[config.mk]
export PLATFORM = sky130hd
export DESIGN_NAME = score_ram_arbiter
export DESIGN_NICKNAME = d
export VERILOG_FILES = /design/src/rtl/score_ram_arbiter.sv
export SDC_FILE = /design/constraint.sdc
export NUM_CORES = 1
export LEC_CHECK = 0
export ABC_AREA = 0
export CAP_MARGIN = 20
export CORE_MARGIN = 2
export CORE_UTILIZATION = 40
export CTS_CLUSTER_DIAMETER = 60
export CTS_CLUSTER_SIZE = 30
export DETAILED_ROUTE_END_ITERATION = 8
export PLACE_DENSITY = 0.74
export RECOVER_POWER = 50
export SLEW_MARGIN = 25
export SYNTH_ARGS = -nofsm -noshare
export SYNTH_HDL_FRONTEND = slang
export SYNTH_SLANG_ARGS = --single-unit
[constraint.sdc]
create_clock -name clk -period 2.9 [get_ports clk]
set_input_delay 0.58 -clock clk [delete_from_list [all_inputs] [get_ports clk]]
set_output_delay 0.58 -clock clk [all_outputs]
set_load 0.01 [all_outputs]
[src/rtl/score_ram_arbiter.sv]
// Score RAM owner: zeroes CLR_DEPTH slots after reset, then arbitrates the single-port RAM
// between port A (game controller) and port B (display). Define ARB_ROUND_ROBIN_EN for round-robin.
module score_ram_arbiter #(
  parameter int ADDR_W    = 8,
  parameter int DATA_W    = 8,
  parameter int CLR_DEPTH = 4
) (
  input  logic              clk,
  input  logic              reset,
  input  logic              a_req,
  input  logic              a_we,
  input  logic [ADDR_W-1:0] a_addr,
  input  logic [DATA_W-1:0] a_wdata,
  output logic              a_gnt,
  output logic              a_done,
  output logic [DATA_W-1:0] a_rdata,
  input  logic              b_req,
  input  logic              b_we,
  input  logic [ADDR_W-1:0] b_addr,
  input  logic [DATA_W-1:0] b_wdata,
  output logic              b_gnt,
  output logic              b_done,
  output logic [DATA_W-1:0] b_rdata,
  output logic [ADDR_W-1:0] ram_addr,
  output logic              ram_r_w,
  output logic [DATA_W-1:0] ram_wdata,
  input  logic [DATA_W-1:0] ram_rdata,
  output logic              init_busy
);

  typedef enum logic [1:0] {CLEAR, IDLE, ACCESS, CAPTURE} state_t;

  localparam logic [ADDR_W-1:0] CLR_LAST = ADDR_W'(CLR_DEPTH - 1);

  state_t              state_q, state_d;
  logic [ADDR_W-1:0]   cnt_q, cnt_d;
  logic                sel_b_q, sel_b_d;
  logic                we_q, we_d;
  logic [ADDR_W-1:0]   ram_addr_q, ram_addr_d;
  logic                ram_r_w_q, ram_r_w_d;
  logic [DATA_W-1:0]   ram_wdata_q, ram_wdata_d;
  logic                a_gnt_q, a_gnt_d, b_gnt_q, b_gnt_d;
  logic                a_done_q, a_done_d, b_done_q, b_done_d;
  logic [DATA_W-1:0]   a_rdata_q, a_rdata_d, b_rdata_q, b_rdata_d;
  logic                init_busy_q, init_busy_d;
  logic                grant_a, grant_b;

`ifdef ARB_ROUND_ROBIN_EN
  // rr_q=1 means B is preferred on a tie (A was granted most recently)
  logic rr_q, rr_d;

  always_comb begin
    grant_a = a_req && (!b_req || !rr_q);
    grant_b = b_req && (!a_req ||  rr_q);
  end

  always_comb begin
    rr_d = rr_q;
    if (state_q == IDLE && (grant_a || grant_b)) rr_d = grant_a;
  end

  always_ff @(posedge clk) begin
    if (reset) rr_q <= 1'b0;
    else       rr_q <= rr_d;
  end
`else
  always_comb begin
    grant_a = a_req;
    grant_b = b_req && !a_req;
  end
`endif

  // State register
  always_ff @(posedge clk) begin
    if (reset) state_q <= CLEAR;
    else       state_q <= state_d;
  end

  // Next-state logic
  always_comb begin
    state_d = state_q;
    case (state_q)
      CLEAR:   if (cnt_q == CLR_LAST) state_d = IDLE;
      IDLE:    if (grant_a || grant_b) state_d = ACCESS;
      ACCESS:  state_d = we_q ? IDLE : CAPTURE;
      CAPTURE: state_d = IDLE;
      default: state_d = CLEAR;
    endcase
  end

  // Output and datapath next values
  always_comb begin
    cnt_d       = cnt_q;
    sel_b_d     = sel_b_q;
    we_d        = we_q;
    ram_addr_d  = ram_addr_q;
    ram_wdata_d = ram_wdata_q;
    ram_r_w_d   = 1'b0;
    a_gnt_d     = 1'b0;
    b_gnt_d     = 1'b0;
    a_done_d    = 1'b0;
    b_done_d    = 1'b0;
    a_rdata_d   = a_rdata_q;
    b_rdata_d   = b_rdata_q;
    init_busy_d = init_busy_q;
    case (state_q)
      CLEAR: begin
        ram_addr_d  = cnt_q;
        ram_wdata_d = '0;
        ram_r_w_d   = 1'b1;
        cnt_d       = cnt_q + 1'b1;
      end
      IDLE: begin
        init_busy_d = 1'b0;
        if (grant_a) begin
          ram_addr_d  = a_addr;
          ram_wdata_d = a_wdata;
          ram_r_w_d   = a_we;
          a_gnt_d     = 1'b1;
          sel_b_d     = 1'b0;
          we_d        = a_we;
        end else if (grant_b) begin
          ram_addr_d  = b_addr;
          ram_wdata_d = b_wdata;
          ram_r_w_d   = b_we;
          b_gnt_d     = 1'b1;
          sel_b_d     = 1'b1;
          we_d        = b_we;
        end
      end
      ACCESS: begin
        if (we_q) begin
          a_done_d = !sel_b_q;
          b_done_d =  sel_b_q;
        end
      end
      CAPTURE: begin
        // RAM data for the address presented at the grant edge is valid now
        if (sel_b_q) begin
          b_rdata_d = ram_rdata;
          b_done_d  = 1'b1;
        end else begin
          a_rdata_d = ram_rdata;
          a_done_d  = 1'b1;
        end
      end
      default: ;
    endcase
  end

  always_ff @(posedge clk) begin
    if (reset) begin
      cnt_q       <= '0;
      sel_b_q     <= 1'b0;
      we_q        <= 1'b0;
      ram_addr_q  <= '0;
      ram_r_w_q   <= 1'b0;
      ram_wdata_q <= '0;
      a_gnt_q     <= 1'b0;
      b_gnt_q     <= 1'b0;
      a_done_q    <= 1'b0;
      b_done_q    <= 1'b0;
      a_rdata_q   <= '0;
      b_rdata_q   <= '0;
      init_busy_q <= 1'b1;
    end else begin
      cnt_q       <= cnt_d;
      sel_b_q     <= sel_b_d;
      we_q        <= we_d;
      ram_addr_q  <= ram_addr_d;
      ram_r_w_q   <= ram_r_w_d;
      ram_wdata_q <= ram_wdata_d;
      a_gnt_q     <= a_gnt_d;
      b_gnt_q     <= b_gnt_d;
      a_done_q    <= a_done_d;
      b_done_q    <= b_done_d;
      a_rdata_q   <= a_rdata_d;
      b_rdata_q   <= b_rdata_d;
      init_busy_q <= init_busy_d;
    end
  end

  assign ram_addr  = ram_addr_q;
  assign ram_r_w   = ram_r_w_q;
  assign ram_wdata = ram_wdata_q;
  assign a_gnt     = a_gnt_q;
  assign b_gnt     = b_gnt_q;
  assign a_done    = a_done_q;
  assign b_done    = b_done_q;
  assign a_rdata   = a_rdata_q;
  assign b_rdata   = b_rdata_q;
  assign init_busy = init_busy_q;

endmodule

**Yosys cells after proc, flatten, opt, wreduce, memory -nomap -nowiden**

Index checks and enable logic that the tools add are counted.

- Muxes and demuxes: 25
- Magnitude comparators: 0
- Add/subtract/negate cells: 1
- Reductions and logical operators: 14
- Bitwise operators: 2
- Equal/unequal tests: 7
- Shift-type cells: 0
- Divide/modulo/power cells: 0
- Multipliers: 0

Operators with widths:

| cell | number |
|---|---|
| 8-bit 2-to-1 mux | 4 |
| 8-bit case mux with 2 select lines | 2 |
| 1-bit 2-to-1 mux | 12 |
| 2-bit AND reduction | 5 |
| 8-bit by 1-bit adder with 8-bit output (second input constant) | 1 |
| 8-bit by 2-bit == test with 1-bit output (second input constant) | 1 |
| 2-bit case mux with 4 select lines | 1 |
| 2-bit 2-to-1 mux | 3 |
| 1-bit case mux with 2 select lines | 3 |
| 2-bit == test (second input constant) | 2 |
| 2-bit != test (second input constant) | 2 |
| 2-bit nonzero test | 2 |
| 3-bit != test (second input constant) | 1 |
| 3-bit OR reduction | 1 |
| 2-bit by 1-bit == test with 1-bit output (second input constant) | 1 |
| 1-bit logical NOT | 2 |
| 2-bit logical NOT | 1 |
| 1-bit NOT | 2 |
| 2-bit OR reduction | 1 |
| 1-bit logical AND | 1 |
| 1-bit logical OR | 1 |

- ROM bits: 0
- Bits in registers: 50
- Latch bits: 0
- Memories: 0
- Output and inout bits: 38
- RAM bits: 0

**Depth between registers and ports, before layout**

- Depth in word-level cells: 5
- Gate-level depth with buffers: 8
- Gate-level depth less buffers: 6

**Worst setup path after synthesis**

Ideal clock, no wire load.

- Path kind: register to register
- Start: reg state_q[0]
- End: reg ram_addr_q[4], in the netlist ram_addr[4]
- Setup time: 0.071 ns
- Data required time: 2.829 ns
- Period minus slack after synthesis: 1.410 ns
- Setup slack: 1.490 ns
- Stages on the path, launching flop included: 9
- Path buffers: 2
- Data arrival time: 1.338 ns
- Cell sequence: dfxtp_1 > inv_1 > ha_1 > buf_4 > nor2_1 > a21o_1 > buf_4 > nand2_1 > a21oi_1

- Word-level cells in the longest chain between the ends: 3

Ends and longest elaborated chain:

| what | RTL line | RTL |
|---|---|---|
| start: declaration | 35 | `state_t state_q, state_d;` |
| start signal: assignment | 76 | `else state_q <= state_d;` |
| 2-bit by 1-bit == test with 1-bit output / 2-bit logical NOT (equally long branches) | 106 | `case (state_q)` |
| 3-bit != test (no line) / 2-bit nonzero test (equally long branches) | -- |  |
| 2-bit AND reduction (no line) | -- |  |
| end signal: assignment | 170 | `ram_addr_q <= ram_addr_d;` |
| end: declaration | 39 | `logic [ADDR_W-1:0] ram_addr_q, ram_addr_d;` |

Several ways; a longest one is shown, not always the timed one.
A chain may end at the register's enable or synchronous reset.

**Worst setup path in the final report**

- Start: in reset
- End: reg b_done_q, in the netlist b_done

RTL lines:

| what | RTL line | RTL |
|---|---|---|
| start: declaration | 9 | `input logic reset,` |
| end signal: assignment | 176 | `b_done_q <= b_done_d;` |
| end: declaration | 43 | `logic a_done_q, a_done_d, b_done_q, b_done_d;` |

No word-level cell between the ends.

==> results.cfg <==
[run_status]
status = finished, final reports clean

[setup_path]
rrSetupSlack_ps = 980
end_kind = flip-flop
r2r.worst_path.cells = 6
endpoint = b_done$_SDFF_PP0_
start_kind = input pin
path_max_fanout = 32
cp.arrival_ps = 2380
cp-startpoint = reset
path_class = input pin to flip-flop
critical_path_required_ps = 3050
reg2reg_from = state_q[1]$_SDFFE_PP0P_
rr_endpoint = ram_wdata[6]$_SDFFE_PP0P_

[layout]
final_cells = 381
layout_commonest_cell = clkdlybuf4s50_1
antenna_cells = 0
fin_util = 0.597
drive_above_1_share = 0.0418
syn2layout_area_growth_pct = 42.9
layout_common_cells = clkdlybuf4s50_1 (68), dfxtp_1 (50), nand2_1 (28)
nNetsFinal = 362

[grt]
grt_pass1_vias = 1873
grt_pass1_wl_um = 8560
grt_max_degree = 33
grt_remaining_overflow = 0
grt_usage = 0.176
antenna_found_initial = 0

[route]
num_vias = 1907
routed_wl_um = 5090
wire_per_inst_um = 13.4
first_pass_iters = 4
ant_nets = 0
drc = 0
drtIter0Drc = 115
vias_per_cell = 5.01

[floorplan]
die_area_mm2 = 0.00597
rows = 26
core_mm2 = 0.00514
ios = 84
dieWidth_um = 77.3
dieHeight_um = 77.3
start_util = 0.418

[placement]
place_congestion = 0.805
hpwl_um = 3780
portBuffers = 83
place_inst = 374

[logic_synthesis]
netlist_instances = 233
synth_ff_type = dfxtp_1
synth_edf_count = 0
netlist_area_mm2 = 0.00215
ys_ff_latch = 50
yosysWarnings = 0
synth_area_per_cell_um2 = 9.21
ys_seq_area_frac = 0.466
async_reset_ff_frac = 0
synth.distinct_cells = 37
syn_nets = 284

[clocking]
cts_root_buf = clkbuf_8
clk_pin_slew_ps = 80
cts_hold_buf = 0
cts_buffer_depth = 2
clk-insertion-delay-late_ps = 290
cts_setup_buffers = 0
htree_num_levels = 2
cts_tree = yes
cts_num_sinks = 50
cts_resized = 0
cts_made_buffers = 5

[sta]
finalCritPeriodShare = 0.770
clock_skew_ps = 3.57
hold_viol = 0
maxSlewHeadroom = 0.0779
slew_violations = 0
fin_tns_setup_ps = 0
fin_crit_ps = 2230
worst_slew_pin_slew_ps = 1380
rsz0062_at_grt = no
fmax_mhz = 448
final-setup-viol-count = 0

[power_and_ir_drop]
power_leakage_uw = 0.00120
powerDensity_mw_per_mm2 = 569
peakVddDrop_mv = 0.297

[job]
drv_cap = 0

[worst_hold_path]
hp-class = flip-flop to flip-flop
==> registers in the layout, indices dropped and copies added (netlist names) <==
signal / flops
a_done: 1
init_busy: 1
b_done: 1
a_rdata: 8
sel_b_q: 1
b_rdata: 8
b_gnt: 1
ram_r_w: 1
cnt_q: 8
state_q: 2
we_q: 1
ram_wdata: 8
a_gnt: 1
ram_addr: 8
==> critical path: stages <==
cell      delay, ps
clkbuf_1        980
clkbuf_1        680
nor3b_1         130
==> power by group <==
group | total, uW | leakage (uW) | internal (uW) | switching (uW)
Sequential | 814 | 0.000405 | 760 | 54.1
Combinational | 554 | 0.000760 | 265 | 289
Clock | 378 | 0.0000383 | 167 | 212
Total | 1750 | 0.00120 | 1190 | 555
==> routing by layer <==
layer  global-route usage  vias up  share of wire
met3               0.0412        4          0.062
met1                0.226      884           0.45
li1                     -      967              -
met4               0.0661        0         0.0082
met5                    0        -              0
met2                0.287       52           0.48
==> layout make-up <==
cell class	instances	area [um^2]
fill	480	2070
multi-input combinational	163	1040
sequential	50	1000
timing repair buffer	86	843
tap	70	87.6
clock buffer	7	76.3
inverter	5	18.8
==> synthesized netlist by cell type (3+ instances only) <==
master / instances / area (um^2)
a22o_1: 4 / 35.0
ha_1: 5 / 62.6
buf_2: 3 / 15.0
o211ai_1: 8 / 60.1
dfxtp_1: 50 / 1000
clkbuf_1: 5 / 18.8
o2bb2ai_1: 4 / 35.0
nand3_1: 8 / 40.0
nor2_1: 21 / 78.8
inv_1: 4 / 15.0
nand2_1: 28 / 105
a22oi_1: 4 / 30.0
mux2i_1: 23 / 230
nor3b_1: 3 / 22.5
a21oi_2: 3 / 26.3
a21oi_1: 22 / 110
buf_1: 3 / 11.3
xor2_1: 4 / 35.0
or3_1: 3 / 18.8
buf_4: 3 / 22.5
o21ai_0: 5 / 25.0
==> per-stage QoR <==
stage / hold WS (ps) / setup slack, ps / instance area, um^2 / power, uW
after floorplan: 472 / 1490 / 2150 / 1180
after global placement: 442 / 570 / 3000 / 1380
after detailed placement: 445 / 514 / 3000 / 1400
after CTS: 459 / 820 / 3080 / 1770
after global routing: 472 / 498 / 3070 / 1850
final: 458 / 666 / 3070 / 1750
==> worst min path at each step <==
stage | startpoint | to | slack [ps] | cells past startpoint
after detailed placement | init_busy$_SDFFE_PP1N_ | init_busy$_SDFFE_PP1N_ | 440 | 1
after global placement | b_rdata[6]$_SDFFE_PP0P_ | b_rdata[6]$_SDFFE_PP0P_ | 440 | 2
after global routing | b_rdata[7]$_SDFFE_PP0P_ | b_rdata[7]$_SDFFE_PP0P_ | 470 | 2
after floorplan | cnt_q[7]$_SDFFE_PP0P_ | cnt_q[7]$_SDFFE_PP0P_ | 470 | 2
after CTS | ram_addr[4]$_SDFFE_PP0P_ | ram_addr[4]$_SDFFE_PP0P_ | 460 | 2
final | ram_addr[4]$_SDFFE_PP0P_ | ram_addr[4]$_SDFFE_PP0P_ | 460 | 2
==> logic make-up (layout without fill, tap and decap cells) <==
group	after synthesis	after routing	synth area share
AO/OA/AOI/OAI	54	54	0.164
buffers and inverters	20	98	0.0454
multiplexers	23	23	0.107
adder cells (fa/ha/maj)	5	5	0.0291
AND/OR/NAND/NOR	76	76	0.168
XOR/XNOR	5	5	0.0204
flip-flops	50	50	0.466
Note: power is estimated with default switching activity, not from simulation.
